### config.mk
export PLATFORM = sky130hd
export DESIGN_NAME = fetch_unit
export DESIGN_NICKNAME = d
export VERILOG_FILES = /design/src/rtl/fetch_unit.sv
export SDC_FILE = /design/constraint.sdc
export NUM_CORES = 1
export LEC_CHECK = 0
export CAP_MARGIN = 15
export CORE_MARGIN = 3
export CORE_UTILIZATION = 39
export DETAILED_ROUTE_END_ITERATION = 12
export PLACE_DENSITY = 0.62
export SETUP_SLACK_MARGIN = 0.05
export SYNTH_ARGS = -nofsm -noshare
export SYNTH_HDL_FRONTEND = slang
export SYNTH_SLANG_ARGS = --single-unit
### constraint.sdc
create_clock -name clk_i -period 2.7 [get_ports clk_i]
set_clock_uncertainty 0.05 [all_clocks]
set_input_delay 0.405 -clock clk_i [delete_from_list [all_inputs] [get_ports clk_i]]
set_output_delay 0.405 -clock clk_i [all_outputs]
set_load 0.03 [all_outputs]
### src/rtl/fetch_unit.sv
// Gumnut fetch stage: PC register, instruction-memory req/ack fetch, return-address stack.
// Latency: one FETCH cycle (or more, until ack) plus one HOLD cycle per instruction.
// Backpressure: FETCH waits for imem_ack_i with req held; HOLD waits for advance_i.
module fetch_unit #(
  parameter int ADDR_W      = 12,
  parameter int INSTR_W     = 18,
  parameter int STACK_DEPTH = 8
) (
  input  logic               clk_i,
  input  logic               rst_i,
  input  logic [ADDR_W-1:0]  next_pc_i,
  input  logic               advance_i,
  input  logic               push_i,
  input  logic               pop_i,
  output logic [ADDR_W-1:0]  pc_o,
  output logic               imem_req_o,
  output logic [ADDR_W-1:0]  imem_addr_o,
  input  logic               imem_ack_i,
  input  logic [INSTR_W-1:0] imem_data_i,
  output logic [INSTR_W-1:0] instr_o,
  output logic               instr_valid_o,
  output logic               stack_overflow_o,
  output logic               stack_underflow_o
);

  // Stack depth is a power of two (>= 2) so the pointer wraps naturally.
  localparam int PTR_W = $clog2(STACK_DEPTH);
  localparam int CNT_W = PTR_W + 1;
  localparam logic [CNT_W-1:0] DEPTH_C = CNT_W'(STACK_DEPTH);

  typedef enum logic [1:0] {IDLE, FETCH, HOLD} state_t;

  state_t             state;
  logic [ADDR_W-1:0]  stack_mem [STACK_DEPTH];
  logic [PTR_W-1:0]   sp;        // next free slot; top is sp-1
  logic [CNT_W-1:0]   count;     // valid entries, saturates at STACK_DEPTH

  logic               adv;
  logic               empty;
  logic               full;
  logic               do_push;
  logic [PTR_W-1:0]   top_idx;
  logic [PTR_W-1:0]   wr_idx;
  logic [ADDR_W-1:0]  top;
  logic [ADDR_W-1:0]  ret_addr;

  assign adv      = (state == HOLD) && advance_i;
  assign empty    = (count == '0);
  assign full     = (count == DEPTH_C);
  assign top_idx  = sp - PTR_W'(1);
  assign top      = stack_mem[top_idx];
  assign ret_addr = pc_o + ADDR_W'(1);   // wraps modulo 2^ADDR_W
  assign do_push  = adv && push_i;
  // A push paired with a successful pop replaces the top in place.
  assign wr_idx   = (pop_i && !empty) ? top_idx : sp;

  // Request is decoded from state so an async reset drops it at once.
  assign imem_req_o  = (state == FETCH);
  assign imem_addr_o = pc_o;

  // Fetch FSM, PC register, stack pointer/count and sticky error flags.
  always_ff @(posedge clk_i or posedge rst_i) begin
    if (rst_i) begin
      state             <= IDLE;
      pc_o              <= '0;
      instr_o           <= '0;
      instr_valid_o     <= 1'b0;
      sp                <= '0;
      count             <= '0;
      stack_overflow_o  <= 1'b0;
      stack_underflow_o <= 1'b0;
    end else begin
      case (state)
        IDLE: state <= FETCH;
        FETCH: begin
          if (imem_ack_i) begin
            instr_o       <= imem_data_i;
            instr_valid_o <= 1'b1;
            state         <= HOLD;
          end
        end
        HOLD: begin
          if (advance_i) begin
            instr_valid_o <= 1'b0;
            state         <= FETCH;
            if (pop_i && !empty) pc_o <= top;
            else                 pc_o <= next_pc_i;
            if (pop_i && empty) stack_underflow_o <= 1'b1;
            if (push_i && pop_i && !empty) begin
              // top swapped in place; pointer and count unchanged
            end else if (push_i) begin
              sp <= sp + PTR_W'(1);
              if (full) stack_overflow_o <= 1'b1;   // oldest entry overwritten
              else      count <= count + CNT_W'(1);
            end else if (pop_i && !empty) begin
              sp    <= sp - PTR_W'(1);
              count <= count - CNT_W'(1);
            end
          end
        end
        default: state <= IDLE;
      endcase
    end
  end

  // Return-address storage; contents are don't-care until written.
  always_ff @(posedge clk_i) begin
    if (do_push) stack_mem[wr_idx] <= ret_addr;
  end

endmodule

Yosys cells after proc, flatten, opt, wreduce, memory -nomap -nowiden
Memories as Yosys holds them, arrays and structs flattened.
Cells that the tools add are included.
{"block": "classes", "eq_ne": 6, "n_bitwise": 1, "n_reduce_logical": 19, "n_mux": 14, "n_addsub": 5}
{"op": "adder 12 x 1 -> 12 bit, second input constant", "count": 1}
{"op": "2-to-1 mux 12 bit", "count": 1}
{"op": "2-to-1 mux 4 bit", "count": 3}
{"op": "AND reduction 5 bit", "count": 2}
{"op": "AND reduction 3 bit", "count": 3}
{"op": "logical AND 1 bit", "count": 6}
{"op": "2-to-1 mux 3 bit", "count": 2}
{"op": "case mux 2 bit (3 select lines)", "count": 1}
{"op": "AND reduction 2 bit", "count": 3}
{"op": "adder 4 x 1 -> 4 bit, second input constant", "count": 1}
{"op": "== test 4 bit, second input constant", "count": 1}
{"op": "zero test 4 bit", "count": 1}
{"op": "2-to-1 mux 1 bit", "count": 4}
{"op": "2-to-1 mux 2 bit", "count": 2}
{"op": "inequality test 2 bit, second input constant", "count": 2}
{"op": "nonzero test 2 bit", "count": 2}
{"op": "subtractor 4 x 1 -> 4 bit, second input constant", "count": 1}
{"op": "adder 3 x 1 -> 3 bit, second input constant", "count": 1}
{"op": "subtractor 3 x 1 -> 3 bit, second input constant", "count": 1}
{"op": "== test 2 x 1 -> 1 bit, second input constant", "count": 1}
{"op": "== test 2 bit, second input constant", "count": 1}
{"op": "zero test 2 bit", "count": 1}
{"op": "inequality test 2 x 1 -> 1 bit, second input constant", "count": 1}
{"op": "case mux 1 bit (2 select lines)", "count": 1}
{"op": "other kinds (2)", "count": 2}
{"block": "totals", "mem_bits_rw": 96, "inputBits": 36, "reg_bits": 42, "mem_count": 1}
{"name": "stack_mem", "words": 8, "width": 12, "read_ports": 1, "rd_ports_with_merged_regs": 0, "write_ports": 1, "line_no": "34", "source": "logic [ADDR_W-1:0] stack_mem [STACK_DEPTH];"}

Logic depth before layout (Yosys ltp)
Gate-level depths: netlist of run 1.
{"block": "logic_depth", "ltp_word": 5, "mapped_depth": 9, "depth_no_buf": 6}

Worst setup path after synthesis of run 1
No wires, ideal clock.
{"block": "synth_timing", "path_type": "reg2reg", "from": "register sp[0]", "to": "memory stack_mem[1][0], enable pin", "arrival_time_ns": 2.097, "path_stages_with_launch": 9, "path_slack_ns": 0.172, "synth_period_minus_slack_ns": 2.528, "path_cell_list": "dfrtp_1 buf_6 buf_6 inv_2 ha_1 xnor2_1 buf_2 a31oi_1 nor2_1"}
{"block": "synth_between", "elab_chain_len": 2}
{"element": "start: declaration", "line_no": "35", "source": "logic [PTR_W-1:0] sp;"}
{"element": "start signal: assignment", "line_no": "92", "source": "sp <= sp + PTR_W'(1);"}
{"element": "start signal: assignment", "line_no": "96", "source": "sp <= sp - PTR_W'(1);"}
{"element": "subtractor 3 x 1 -> 3 bit", "line_no": "50", "source": "assign top_idx = sp - PTR_W'(1);"}
{"element": "2-to-1 mux 3 bit (*)"}
{"element": "end: declaration", "line_no": "34"}
Mark *: on every way between the ends. The rest lies on a longest branch, timed or not.

Worst setup path after layout of run 1
{"block": "layout_timing", "from": "register count[0]", "to": "memory stack_mem[2][4], enable pin"}
{"block": "layout_between", "elab_chain_len": 4}
{"element": "start: declaration", "line_no": "36", "source": "logic [CNT_W-1:0] count;"}
{"element": "start signal: assignment", "line_no": "94", "source": "else count <= count + CNT_W'(1);"}
{"element": "start signal: assignment", "line_no": "97", "source": "count <= count - CNT_W'(1);"}
{"element": "zero test 4 bit", "line_no": "48", "source": "assign empty = (count == '0);"}
{"element": "zero test 1 bit", "line_no": "55", "source": "assign wr_idx = (pop_i && !empty) ? top_idx : sp;"}
{"element": "logical AND 1 bit", "line_no": "55"}
{"element": "2-to-1 mux 3 bit"}
Every way passes these cells.

==> impl_results.md, run 1 <==
- Run status: finished clean
- Number of global-route vias before repair: 3640
- CP Capture Type: flip-flop
- Gr ovfl total: 0
- Gpl congestion: roughly 0.79
- First-pass GRT wire length: 21.1 mm
- Die Ht: 130 um
- Ys flop type: edfxtp_1
- Mapped Avg Cell Area: ~16 um2
- Pint: 5800 uW
- Std cell rows: 44
- Worst IR Drop VDD: approximately 570 uV
- Worst Hold Class: in -> async
- Worst slew margin: 33.5%
- Setup-failing EPs final: 0
- Worst Path Required: ~2.8 ns
- P_leak: 0.00286 uW
- Tot Pwr: 9000 uW
- Async set or reset register ratio after synthesis: between 30% and 40%
- Nets: 516
- Port buffer count: 81
- Synth warn: 0
- Initial antenna violation count: 0
- Via density: 5.46
- Worst setup path category: reg -> reg
- CTS HTree Levels: 4
- Max FO, Critical Path: 12
- Routed len/inst: just over 20 um
- Chip Width: ~130 um
- Final instance area: 0.00762 mm2
- Clock root cell: clkbuf_16
- Postcts setup bufs: 0
- Post-synth top area cell: edfxtp_1
- TritonCTS clock tree: done
- Comb pwr share: 40.0%
- FMAX: 413 MHz
- Post-Syn Nets: 420
- ANT cells: 0
- Post-CTS Hold Fix Bufs: 0
- Post-DP HPWL: between 9 and 10 mm
- GRT Overall Usage: 17.1%
- Final min period: 2.42 ns
- Largest net degree at the start of global routing: 26
- Die ar.: 0.0170 mm2
- Layout filler cell count: 1213
- Num CTS Buffers: 17
- Cell Pwr Density: 1180 mW/mm2
- CP startpoint kind: flip-flop
- Synth top area share: 47.8%
- Sink Count: 138
- Worst slew pin tran: 0.987 ns
- Synth cell types: 49
- Layout cell share with drive strength beyond 1: 18.9%
- Psw: 3190 uW
- Via Count: 3664
- RSZ-0062 raised after global routing: no
- Fin cells: 671
- Post-DP Area: 0.00706 mm2
- Synth top area cells: edfxtp_1, dfrtp_1, mux4_1
- Placed cell count: 639
- 1st-pass router iterations: 5
- Final Max Slew Viols: 0
- Core region area: 0.0148 mm2
- Clk buf depth: 2
- DRT Wirelength: 13.8 mm
- Sw frac: 35.5%
- Mapped Cells: 378
- Worst-path clk slew: ~0.06 ns
- Starting Density: 40.7%
- Mapped Area: 0.00603 mm2
- Yosys reg bits: 138
- Sequential Power Share: 35.3%
- Syn-to-layout area delta: 26.5%
- Final Hold Viols: 0
- Post-synth EDFFs: 96
- Clock latency on the worst-skew pair: 0.41 ns
- DR iter-0 viols: 265
- Post-route ant nets: 0
- Seq/Total Area, Yosys: 65.3%
- Setup TNS: 0 ns
- DRC viols: 0
- Fin util: 51.5%
- Final Cycle Share: 89.7%
- Max Cap Violations: 0
- Post-CTS resize count: 0
- IO Pins: 82
- Clk network pwr share: between 20% and 30%
- WP data arrival: 2.47 ns
[critical path, cell delays in order (launching register included)]
cell and delay, ns:
dfrtp_1 0.46, o41ai_2 0.94, a31oi_1 0.25, nor2_1 0.15, buf_4 0.25
[worst paths after layout]
path | from | to | slack, ns | depth (start not counted)
worst max register to register | count[0] | stack_mem[2][4] | 0.28 | 4
worst max-delay path | count[0] | stack_mem[2][4] | 0.28 | 4
worst min-delay path | rst_i | instr_o[7] | 0.24 | 2
max in group asynchronous | rst_i | imem_addr_o[6] | 1.76 | 3
min in group clk_i | stack_underflow_o | stack_underflow_o | 0.42 | 1
worst min register to register | stack_underflow_o | stack_underflow_o | 0.42 | 1
[layout make-up]
type,instances,area (um2),share of cell area [%]
inverters,6,22.5,0.295
multi-input cells,200,1840,24.1
flip-flops and latches,138,3930,51.6
well taps,184,230,3.02
repair buffers,111,1040,13.6
clock inverters,8,95.1,1.25
clock buffers,24,472,6.19
[layout by cell type (no fill, tap or decap), types with 8 or more instances in the layout]
cell / n
a21o_1: 11
a31oi_1: 15
buf_4: 30
clkbuf_16: 17
clkdlybuf4s50_1: 81
dfrtp_1: 42
edfxtp_1: 96
mux2_2: 18
mux4_1: 16
mux4_2: 8
nand2_1: 31
nand3_1: 10
nor2_1: 10
o21ai_0: 15
xnor2_1: 13
[power groups by stage]
stage / clock network (uW) / logic, uW / registers [uW]
2_1_floorplan: 0 / 1950 / 3590
3_3_place_gp: 0 / 3580 / 3200
3_5_place_dp: 0 / 3630 / 3210
4_1_cts: 2270 / 3640 / 3180
5_1_grt: 2370 / 3880 / 3230
6_report: 2230 / 3600 / 3170
[metrics by stage]
step           worst slack (ns)  hold slack (ns)
6_report                  0.278            0.243
2_1_floorplan             0.172            0.447
3_5_place_dp              0.266            0.414
3_3_place_gp              0.298            0.411
5_1_grt                   0.104            0.255
4_1_cts                   0.292            0.243
[registers in the layout (all words and copies together) (netlist names)]
register,flops
state,2
stack_mem,96
count,4
instr_valid_o,1
stack_overflow_o,1
stack_underflow_o,1
imem_addr_o,12
sp,3
instr_o,18
[cells by family after synthesis]
family                     Yosys count  share of synthesized area (%)
xor gates and xnor gates            17                           2.47
and+or+nand+nor                     75                           6.10
AOI/OAI and AO/OA                   57                           6.64
adders and majority gates            6                           1.37
buffers and inverters               40                           4.26
muxes                               45                           13.9
DFF                                138                           65.3
[cell usage after synthesis (all sizes together), types with 3 or more instances]
library cell   n
edfxtp        96
dfrtp         42
nand2         31
buf           26
mux4          24
mux2          20
a31oi         17
o21ai         15
xnor2         13
a21o          11
nand3         10
nor2          10
clkbuf         8
inv            6
ha             5
nor3           5
a21oi          4
and3           4
xor2           4
nand4          3
[routing by layer]
metal / vias up / wire length, um / global-route usage, %
li1: 1648 / - / -
met5: - / 0 / 0
met2: 154 / 6420 / 26.3
met1: 1850 / 6170 / 23.9
met4: 0 / 134 / 5.01
met3: 12 / 1080 / 4.91
(Power assumes the default switching activity.)
==> run 2, diff against run 1 <==
--- a/config.mk
+++ b/config.mk
@@ -8,6 +8,7 @@
 export CAP_MARGIN = 15
 export CORE_MARGIN = 3
 export CORE_UTILIZATION = 39
+export CTS_CLUSTER_DIAMETER = 150
 export DETAILED_ROUTE_END_ITERATION = 12
 export PLACE_DENSITY = 0.62
 export SETUP_SLACK_MARGIN = 0.05
==> results of run 2 <==
No change in the layout: final DEF, timing and power equal those of run 1.
